[config.mk]
export PLATFORM = sky130hd
export DESIGN_NAME = multicycle_control_unit_flat
export DESIGN_NICKNAME = d
export VERILOG_FILES = /design/src/rtl/multicycle_control_unit_pkg.sv /design/src/rtl/multicycle_control_unit_if.sv /design/src/rtl/multicycle_control_unit_decode.sv /design/src/rtl/multicycle_control_unit.sv /design/src/flat_wrapper.sv
export SDC_FILE = /design/constraint.sdc
export NUM_CORES = 1
export LEC_CHECK = 0
export CORE_MARGIN = 10
export CORE_UTILIZATION = 42
export CTS_CLUSTER_SIZE = 16
export DETAILED_ROUTE_END_ITERATION = 7
export GPL_ROUTABILITY_DRIVEN = 0
export PLACE_DENSITY_LB_ADDON = 0.1
export REMOVE_ABC_BUFFERS = 1
export SYNTH_ARGS = -nofsm -noshare
export SYNTH_HDL_FRONTEND = slang
export SYNTH_SLANG_ARGS = --single-unit
[constraint.sdc]
create_clock -name clk -period 1.95 [get_ports clk]
set_input_delay 0.39 -clock clk [delete_from_list [all_inputs] [get_ports clk]]
set_output_delay 0.39 -clock clk [all_outputs]
set_load 0.01 [all_outputs]
[src/rtl/multicycle_control_unit_pkg.sv]
// mcu_pkg: constants and types shared by the multicycle control unit.
//   - opcode / funct encodings of the supported instruction subset
//   - ALU operation codes and next-PC select codes
//   - FSM state enum, latched instruction class, packed control-word struct
// Optional feature macro: MCU_JAL_EN (adds JAL, opcode 3).
package mcu_pkg;

    localparam int unsigned OP_RTYPE = 0;
    localparam int unsigned OP_J     = 2;
    localparam int unsigned OP_JAL   = 3;
    localparam int unsigned OP_BEQ   = 4;
    localparam int unsigned OP_BNE   = 5;
    localparam int unsigned OP_ADDI  = 8;
    localparam int unsigned OP_LW    = 35;
    localparam int unsigned OP_SW    = 43;

    localparam int unsigned FN_JR  = 8;
    localparam int unsigned FN_ADD = 32;
    localparam int unsigned FN_SUB = 34;

    localparam int unsigned ALU_NOP = 0;
    localparam int unsigned ALU_ADD = 2;
    localparam int unsigned ALU_SUB = 6;

    typedef enum logic [1:0] {
        PC_PLUS4  = 2'b00,
        PC_BRANCH = 2'b01,
        PC_JUMP   = 2'b10,
        PC_REG    = 2'b11
    } pc_src_e;

    typedef enum logic [2:0] {
        S_FETCH  = 3'd0,
        S_DECODE = 3'd1,
        S_EXEC   = 3'd2,
        S_MEM    = 3'd3,
        S_WB     = 3'd4,
        S_TRAP   = 3'd5
    } state_e;

    typedef enum logic [3:0] {
        CLS_NONE,
        CLS_R,
        CLS_JR,
        CLS_J,
        CLS_JAL,
        CLS_ADDI,
        CLS_LW,
        CLS_SW,
        CLS_BEQ,
        CLS_BNE,
        CLS_ILL
    } inst_cls_e;

    // Single-bit control outputs plus next-PC select, gathered so that the
    // whole word can be defaulted and reset-masked in one assignment.
    typedef struct packed {
        logic    imem_req;
        logic    dmem_req;
        logic    dmem_we;
        logic    ir_write;
        logic    pc_write;
        logic    reg_write;
        logic    link_write;
        logic    reg_dst;
        logic    alu_src;
        logic    mem_to_reg;
        logic    illegal;
        pc_src_e pc_src;
    } ctrl_t;

endpackage

[src/rtl/multicycle_control_unit_if.sv]
// mcu_if: datapath/memory <-> control unit signal bundle.
//   master modport: control unit (reads IR fields / flags / ready strobes,
//                   drives requests, enables, selects, debug state)
//   slave modport : datapath + memory side
// Inputs to control : opcode, funct, zero, imem_ready, dmem_ready
// Outputs of control: imem_req, dmem_req, dmem_we, ir_write, pc_write,
//                     reg_write, link_write, reg_dst, alu_src, mem_to_reg,
//                     pc_src[1:0], alu_op, illegal, state_o[2:0]
interface mcu_if #(
    parameter int unsigned OPCODE_W = 6,
    parameter int unsigned FUNCT_W  = 6,
    parameter int unsigned ALU_OP_W = 3
) ();
    logic [OPCODE_W-1:0] opcode;
    logic [FUNCT_W-1:0]  funct;
    logic                zero;
    logic                imem_ready;
    logic                dmem_ready;
    logic                imem_req;
    logic                dmem_req;
    logic                dmem_we;
    logic                ir_write;
    logic                pc_write;
    logic                reg_write;
    logic                link_write;
    logic                reg_dst;
    logic                alu_src;
    logic                mem_to_reg;
    logic [1:0]          pc_src;
    logic [ALU_OP_W-1:0] alu_op;
    logic                illegal;
    logic [2:0]          state_o;

    modport master (
        input  opcode, funct, zero, imem_ready, dmem_ready,
        output imem_req, dmem_req, dmem_we, ir_write, pc_write, reg_write,
               link_write, reg_dst, alu_src, mem_to_reg, pc_src, alu_op,
               illegal, state_o
    );

    modport slave (
        output opcode, funct, zero, imem_ready, dmem_ready,
        input  imem_req, dmem_req, dmem_we, ir_write, pc_write, reg_write,
               link_write, reg_dst, alu_src, mem_to_reg, pc_src, alu_op,
               illegal, state_o
    );
endinterface

[src/rtl/multicycle_control_unit_decode.sv]
// mcu_decode: combinational instruction classifier.
//   opcode_i / funct_i -> cls_o (instruction class), alu_op_o (EXEC ALU op)
// Optional feature macro: MCU_JAL_EN (opcode 3 classified as JAL, else illegal).
module mcu_decode
    import mcu_pkg::*;
#(
    parameter int unsigned OPCODE_W = 6,
    parameter int unsigned FUNCT_W  = 6,
    parameter int unsigned ALU_OP_W = 3
) (
    input  logic [OPCODE_W-1:0] opcode_i,
    input  logic [FUNCT_W-1:0]  funct_i,
    output inst_cls_e           cls_o,
    output logic [ALU_OP_W-1:0] alu_op_o
);

    always_comb begin
        cls_o    = CLS_ILL;
        alu_op_o = ALU_OP_W'(ALU_NOP);
        if (opcode_i == OPCODE_W'(OP_RTYPE)) begin
            if (funct_i == FUNCT_W'(FN_JR)) begin
                cls_o = CLS_JR;
            end else begin
                cls_o = CLS_R;
                if (funct_i == FUNCT_W'(FN_ADD)) begin
                    alu_op_o = ALU_OP_W'(ALU_ADD);
                end else if (funct_i == FUNCT_W'(FN_SUB)) begin
                    alu_op_o = ALU_OP_W'(ALU_SUB);
                end
            end
        end else if (opcode_i == OPCODE_W'(OP_J)) begin
            cls_o = CLS_J;
`ifdef MCU_JAL_EN
        end else if (opcode_i == OPCODE_W'(OP_JAL)) begin
            cls_o = CLS_JAL;
`endif
        end else if (opcode_i == OPCODE_W'(OP_ADDI)) begin
            cls_o    = CLS_ADDI;
            alu_op_o = ALU_OP_W'(ALU_ADD);
        end else if (opcode_i == OPCODE_W'(OP_LW)) begin
            cls_o    = CLS_LW;
            alu_op_o = ALU_OP_W'(ALU_ADD);
        end else if (opcode_i == OPCODE_W'(OP_SW)) begin
            cls_o    = CLS_SW;
            alu_op_o = ALU_OP_W'(ALU_ADD);
        end else if (opcode_i == OPCODE_W'(OP_BEQ)) begin
            cls_o    = CLS_BEQ;
            alu_op_o = ALU_OP_W'(ALU_SUB);
        end else if (opcode_i == OPCODE_W'(OP_BNE)) begin
            cls_o    = CLS_BNE;
            alu_op_o = ALU_OP_W'(ALU_SUB);
        end
    end

endmodule

[src/rtl/multicycle_control_unit.sv]
// multicycle_control_unit: FETCH/DECODE/EXEC/MEM/WB/TRAP controller for a
// multicycle datapath.
// Ports:
//   clk   - single clock, rising edge
//   rst_n - synchronous active-low reset; all outputs forced 0 while low
//   bus   - mcu_if.master: IR fields, zero flag, memory ready strobes in;
//           memory requests, datapath enables/selects, alu_op, illegal,
//           state_o out
// Optional feature macro: MCU_JAL_EN (JAL: jump + link write from DECODE).
module multicycle_control_unit
    import mcu_pkg::*;
#(
    parameter int unsigned OPCODE_W = 6,
    parameter int unsigned FUNCT_W  = 6,
    parameter int unsigned ALU_OP_W = 3
) (
    input  logic   clk,
    input  logic   rst_n,
    mcu_if.master  bus
);

    state_e              state_q, state_d;
    inst_cls_e           cls_q, cls_d;
    logic [ALU_OP_W-1:0] alu_op_q, alu_op_d;

    inst_cls_e           dec_cls;
    logic [ALU_OP_W-1:0] dec_alu_op;

    ctrl_t               ctrl, ctrl_o;
    logic [ALU_OP_W-1:0] alu_op;

    mcu_decode #(
        .OPCODE_W (OPCODE_W),
        .FUNCT_W  (FUNCT_W),
        .ALU_OP_W (ALU_OP_W)
    ) u_decode (
        .opcode_i (bus.opcode),
        .funct_i  (bus.funct),
        .cls_o    (dec_cls),
        .alu_op_o (dec_alu_op)
    );

    always_ff @(posedge clk) begin
        if (!rst_n) begin
            state_q  <= S_FETCH;
            cls_q    <= CLS_NONE;
            alu_op_q <= '0;
        end else begin
            state_q  <= state_d;
            cls_q    <= cls_d;
            alu_op_q <= alu_op_d;
        end
    end

    always_comb begin
        ctrl     = '0;
        alu_op   = '0;
        state_d  = state_q;
        cls_d    = cls_q;
        alu_op_d = alu_op_q;

        case (state_q)
            S_FETCH: begin
                ctrl.imem_req = 1'b1;
                if (bus.imem_ready) begin
                    ctrl.ir_write = 1'b1;
                    ctrl.pc_write = 1'b1;
                    ctrl.pc_src   = PC_PLUS4;
                    state_d       = S_DECODE;
                end
            end

            S_DECODE: begin
                cls_d    = dec_cls;
                alu_op_d = dec_alu_op;
                case (dec_cls)
                    CLS_J: begin
                        ctrl.pc_write = 1'b1;
                        ctrl.pc_src   = PC_JUMP;
                        state_d       = S_FETCH;
                    end
                    CLS_JR: begin
                        ctrl.pc_write = 1'b1;
                        ctrl.pc_src   = PC_REG;
                        state_d       = S_FETCH;
                    end
`ifdef MCU_JAL_EN
                    CLS_JAL: begin
                        ctrl.pc_write   = 1'b1;
                        ctrl.pc_src     = PC_JUMP;
                        ctrl.link_write = 1'b1;
                        ctrl.reg_write  = 1'b1;
                        state_d         = S_FETCH;
                    end
`else
                    CLS_JAL:  state_d = S_TRAP;
`endif
                    CLS_R, CLS_ADDI, CLS_LW, CLS_SW, CLS_BEQ, CLS_BNE:
                        state_d = S_EXEC;
                    default:  state_d = S_TRAP;
                endcase
            end

            S_EXEC: begin
                alu_op = alu_op_q;
                case (cls_q)
                    CLS_R: begin
                        ctrl.reg_dst = 1'b1;
                        state_d      = S_WB;
                    end
                    CLS_ADDI: begin
                        ctrl.alu_src = 1'b1;
                        state_d      = S_WB;
                    end
                    CLS_LW, CLS_SW: begin
                        ctrl.alu_src = 1'b1;
                        state_d      = S_MEM;
                    end
                    CLS_BEQ, CLS_BNE: begin
                        // Branch taken when the equality test agrees with the opcode.
                        if ((cls_q == CLS_BEQ) == bus.zero) begin
                            ctrl.pc_write = 1'b1;
                            ctrl.pc_src   = PC_BRANCH;
                        end
                        state_d = S_FETCH;
                    end
                    default: state_d = S_TRAP;
                endcase
            end

            S_MEM: begin
                ctrl.dmem_req = 1'b1;
                ctrl.dmem_we  = (cls_q == CLS_SW);
                if (bus.dmem_ready) begin
                    state_d = (cls_q == CLS_SW) ? S_FETCH : S_WB;
                end
            end

            S_WB: begin
                ctrl.reg_write  = 1'b1;
                ctrl.mem_to_reg = (cls_q == CLS_LW);
                ctrl.reg_dst    = (cls_q == CLS_R);
                state_d         = S_FETCH;
            end

            S_TRAP: begin
                ctrl.illegal = 1'b1;
            end

            default: state_d = S_FETCH;
        endcase
    end

    // Outputs are masked combinationally so an outstanding request drops in
    // the same cycle rst_n is sampled low, not one cycle later.
    assign ctrl_o = rst_n ? ctrl : '0;

    assign bus.imem_req   = ctrl_o.imem_req;
    assign bus.dmem_req   = ctrl_o.dmem_req;
    assign bus.dmem_we    = ctrl_o.dmem_we;
    assign bus.ir_write   = ctrl_o.ir_write;
    assign bus.pc_write   = ctrl_o.pc_write;
    assign bus.reg_write  = ctrl_o.reg_write;
    assign bus.link_write = ctrl_o.link_write;
    assign bus.reg_dst    = ctrl_o.reg_dst;
    assign bus.alu_src    = ctrl_o.alu_src;
    assign bus.mem_to_reg = ctrl_o.mem_to_reg;
    assign bus.illegal    = ctrl_o.illegal;
    assign bus.pc_src     = ctrl_o.pc_src;
    assign bus.alu_op     = rst_n ? alu_op : '0;
    assign bus.state_o    = rst_n ? state_q : '0;

endmodule

[src/flat_wrapper.sv]
// flat-port wrapper written by rule: the top's interface ports become plain ports
module multicycle_control_unit_flat import mcu_pkg::*;
#(
    parameter int unsigned OPCODE_W = 6,
    parameter int unsigned FUNCT_W  = 6,
    parameter int unsigned ALU_OP_W = 3
)
  (clk, rst_n, bus_opcode, bus_funct, bus_zero, bus_imem_ready, bus_dmem_ready, bus_imem_req, bus_dmem_req, bus_dmem_we, bus_ir_write, bus_pc_write, bus_reg_write, bus_link_write, bus_reg_dst, bus_alu_src, bus_mem_to_reg, bus_pc_src, bus_alu_op, bus_illegal, bus_state_o);
  mcu_if #(.OPCODE_W(OPCODE_W), .FUNCT_W(FUNCT_W), .ALU_OP_W(ALU_OP_W)) bus_i ();
  input  logic clk;
  input  logic rst_n;
  input wire logic [$bits(bus_i.opcode)-1:0] bus_opcode;
  input wire logic [$bits(bus_i.funct)-1:0] bus_funct;
  input wire logic [$bits(bus_i.zero)-1:0] bus_zero;
  input wire logic [$bits(bus_i.imem_ready)-1:0] bus_imem_ready;
  input wire logic [$bits(bus_i.dmem_ready)-1:0] bus_dmem_ready;
  output wire logic [$bits(bus_i.imem_req)-1:0] bus_imem_req;
  output wire logic [$bits(bus_i.dmem_req)-1:0] bus_dmem_req;
  output wire logic [$bits(bus_i.dmem_we)-1:0] bus_dmem_we;
  output wire logic [$bits(bus_i.ir_write)-1:0] bus_ir_write;
  output wire logic [$bits(bus_i.pc_write)-1:0] bus_pc_write;
  output wire logic [$bits(bus_i.reg_write)-1:0] bus_reg_write;
  output wire logic [$bits(bus_i.link_write)-1:0] bus_link_write;
  output wire logic [$bits(bus_i.reg_dst)-1:0] bus_reg_dst;
  output wire logic [$bits(bus_i.alu_src)-1:0] bus_alu_src;
  output wire logic [$bits(bus_i.mem_to_reg)-1:0] bus_mem_to_reg;
  output wire logic [$bits(bus_i.pc_src)-1:0] bus_pc_src;
  output wire logic [$bits(bus_i.alu_op)-1:0] bus_alu_op;
  output wire logic [$bits(bus_i.illegal)-1:0] bus_illegal;
  output wire logic [$bits(bus_i.state_o)-1:0] bus_state_o;
  assign bus_i.opcode = bus_opcode;
  assign bus_i.funct = bus_funct;
  assign bus_i.zero = bus_zero;
  assign bus_i.imem_ready = bus_imem_ready;
  assign bus_i.dmem_ready = bus_dmem_ready;
  assign bus_imem_req = bus_i.imem_req;
  assign bus_dmem_req = bus_i.dmem_req;
  assign bus_dmem_we = bus_i.dmem_we;
  assign bus_ir_write = bus_i.ir_write;
  assign bus_pc_write = bus_i.pc_write;
  assign bus_reg_write = bus_i.reg_write;
  assign bus_link_write = bus_i.link_write;
  assign bus_reg_dst = bus_i.reg_dst;
  assign bus_alu_src = bus_i.alu_src;
  assign bus_mem_to_reg = bus_i.mem_to_reg;
  assign bus_pc_src = bus_i.pc_src;
  assign bus_alu_op = bus_i.alu_op;
  assign bus_illegal = bus_i.illegal;
  assign bus_state_o = bus_i.state_o;
  multicycle_control_unit #(.OPCODE_W(OPCODE_W), .FUNCT_W(FUNCT_W), .ALU_OP_W(ALU_OP_W)) u_core (.clk(clk), .rst_n(rst_n), .bus(bus_i));
endmodule
==> impl_metrics.yaml <==
layout:
  filler_cell_count: 157
  num_antenna_cells: 0
  fin_cells: 223
  ratio_of_cells_with_drive_above_1_in_the_final_layout_pct: 41.8
  num-nets-final: 214
  multi_input_area_um2: 716
  mostFrequentLayoutCell: "buf_4"
  syn2layout_area_growth_pct: 76.0
  final_cell_mix: "41 x buf_4, 11 x nand2_1, 11 x dlygate4sd2_1, 10 x nor2_1, 10 x clkbuf_2"
  seqCellArea_um2: 185
  finalCoreUtilization_pct: 78.1
drt:
  iteration_0_drc_markers: 49
  drt-vias-per-instance: 5.57
  route.final.wire_length_um: 3560
  drc: 0
  detail_route.first_pass.iterations: 5
  routed-via-count: 1241
  routedWlPerCell_um: 16.0
  detail-route-antenna-nets: 0
cts:
  cts_hold_buffers: 0
  tritoncts.num_buffers: 3
  clock_insertion_delay_worst_skew_ns: 0.27
  cts_buffer_depth: 2
  cts.sinks: 9
  root_buffer: "clkbuf_4"
  clock_pin_slew_on_the_worst_setup_and_hold_paths_ns: 0.06
  ctsHtreeMaxLevel: 1
  tritoncts: "yes"
global_route:
  pin_count_of_the_biggest_net_entering_global_routing: 16
  global_route.usage.met1_pct: 17.6
  antenna_found_initial: 0
  grt-ovfl-total: 0
  grt_most_used_layer: "met2"
  first_global_vias: 1266
  global_route.usage.met3_pct: 5.76
  grt_pass1_wl_um: 5540
  grt_use_total_pct: 15.8
  globalRouteMet2Util_pct: 25.0
timing:
  final-max-slew-violation-count: 0
  fin_worst_skew_ns: 0.00711
  final_period_minus_worst_setup_slack_ns: 1.89
  final.period_utilization_pct: 96.9
  max_freq_ghz: 0.529
  final_hold_viol_count: 0
  finalSetupViolCount: 0
placement:
  detailed_place_hpwl_um: 2640
  place.port_buffers: 33
  place_inst: 215
critical_path:
  critical_path.top_delay_family: "buffers and inverters"
  cp_slowest_stage_delay_ns: 0.24
  cp.arrival_ns: 1.50
  timing.critical_path.required_ns: 1.56
  reg2reg_to: "u_core.state_q[2]"
  r2r_slack_ns: 0.39
  path_max_fanout: 3
  timing.critical_path.slowest_stage_cell: "dlygate4sd2_1"
  crit-reg2reg-launch: "u_core.state_q[0]"
  worstSetupStartpointType: "input port"
  cp_num_buf_inv: 3
  timing.critical_path.to_type: "output port"
  worstPathCellList: "dlygate4sd2_1, nor3_2, a31o_4, buf_4, nand4_1, a21boi_1, buf_2"
  timing.reg2reg.worst_path_depth: 6
  path_class: "input port to output port"
floorplan:
  ios: 36
  die-area_um2: 4330
  die_width_um: 65.8
  start_util_pct: 44.4
  core_area_um2: 1980
  dieHeight_um: 65.8
  num_rows: 16
worst_hold_path:
  hold-path-endpoint: "u_core.cls_q[2]"
  hold_path.startpoint: "u_core.cls_q[2]"
  worst_hold_path_type: "register to register"
  hold_path_depth: 2
synthesis:
  synth_seq_area_share_pct: 20.5
  number_of_distinct_library_cell_variants_in_the_gate_level_netlist_after_synthesis: 48
  post_synth.cell_area_avg_um2: 6.98
  synth-edff-count: 0
  ys_seq_elements: 9
  ys_dominant_reg_cell: "dfxtp_1"
  netlist_instances: 126
  async_reset_ff_share_pct: 0
  synth-warning-count: 0
  syn-cell-area_um2: 880
pwr:
  power_density_nw_per_um2: 452
  power_uw: 700
  worst_ir_drop_vdd_mv: 0.381
  leakage_nw: 0.748
run_status:
  outcome: "finished, final reports clean"
flow_run:
  cap_viol_max_count: 0
## registers in the layout, indices dropped and copies added, names as in the netlist
register         count
u_core.cls_q         4
u_core.state_q       3
u_core.alu_op_q      2
## repair_timing
item,CTS,global route
setup endpoints to repair,17,12
endpoints found under the hold margin,0,0
buffers inserted,4,0
resized for setup,55,35
pin swaps,11,10
cloned,0,0
## worst max path at each step
stage | start | cells past startpoint | to
finish | bus_funct[4] | 7 | bus_pc_src[0]
global route | u_core.state_q[2] | 5 | bus_illegal
global placement | bus_funct[0] | 7 | bus_pc_write
detailed placement | bus_opcode[1] | 7 | bus_pc_src[0]
CTS | bus_opcode[2] | 7 | bus_pc_src[0]
floorplan | u_core.state_q[0] | 5 | bus_pc_write
## where the power goes
part	total, mW	switching (mW)	internal (mW)	leakage [nW]
Combinational	0.325	0.159	0.167	0.659
Sequential	0.223	0.0194	0.203	0.0748
Clock	0.152	0.0726	0.0791	0.0150
Total	0.700	0.251	0.449	0.748
## logic make-up (layout without fill, tap and decap cells)
group	after synthesis	after routing	share of synthesized area [%]
other cells	1	2	0.426
mux	1	1	1.14
xor+xnor	3	3	2.99
buf+inv	14	83	7.25
compound gates	35	35	27.6
simple gates	63	63	40.1
flops	9	9	20.5
## per-layer routing
metal	wire length, um	vias up
met3	259	6
met2	1710	60
met5	0	-
met1	1530	572
met4	60	0
li1	-	603
## per-stage QoR
step / worst slack, ns / hold WS, ns / instance area (um^2) / setup TNS [ns]
6_report: 0.0603 / 0.524 / 1550 / 0
5_1_grt: -0.000678 / 0.559 / 1550 / -0.000678
4_1_cts: -0.0196 / 0.527 / 1530 / -0.0196
3_5_place_dp: -0.783 / 0.518 / 1480 / -8.09
3_3_place_gp: -0.666 / 0.511 / 1480 / -7.57
2_1_floorplan: 0.201 / 0.481 / 835 / 0
## cells in the mapped netlist (2+ instances only)
cell | count | area share, %
a31oi_1 | 3 | 2.1
nand2_1 | 11 | 4.7
buf_2 | 3 | 1.7
xnor2_1 | 2 | 2.0
o22ai_1 | 2 | 1.4
and2_1 | 5 | 3.6
nand4_1 | 2 | 1.4
inv_1 | 4 | 1.7
and4_1 | 2 | 2.0
nor2b_1 | 4 | 2.8
nand4b_1 | 2 | 2.0
buf_4 | 2 | 1.7
a32oi_1 | 2 | 2.0
a21boi_1 | 2 | 1.7
clkbuf_1 | 5 | 2.1
nor3_1 | 3 | 1.7
dfxtp_1 | 9 | 20
o21ai_0 | 9 | 5.1
nand3_1 | 5 | 2.8
a21oi_1 | 4 | 2.3
a21oi_2 | 2 | 2.0
nor4_1 | 2 | 1.4
and3_1 | 3 | 2.1
nor2_1 | 13 | 5.5
nor3b_1 | 2 | 1.7
## final cells by class
cell class	count	area share (%)
Tap cell	27	2.18
Sequential cell	9	12.0
Clock buffer	4	1.70
Timing Repair Buffer	75	36.9
Inverter	4	0.970
Multi-Input combinational cell	104	46.2
## worst register-to-register path: cells and delay by family (launching register included)
kind            cells  cell delay (ns)
compound gates      3             0.51
simple gates        1             0.29
flops               1             0.35
buf+inv             2             0.30
Note: power is estimated with default switching activity, not from simulation.
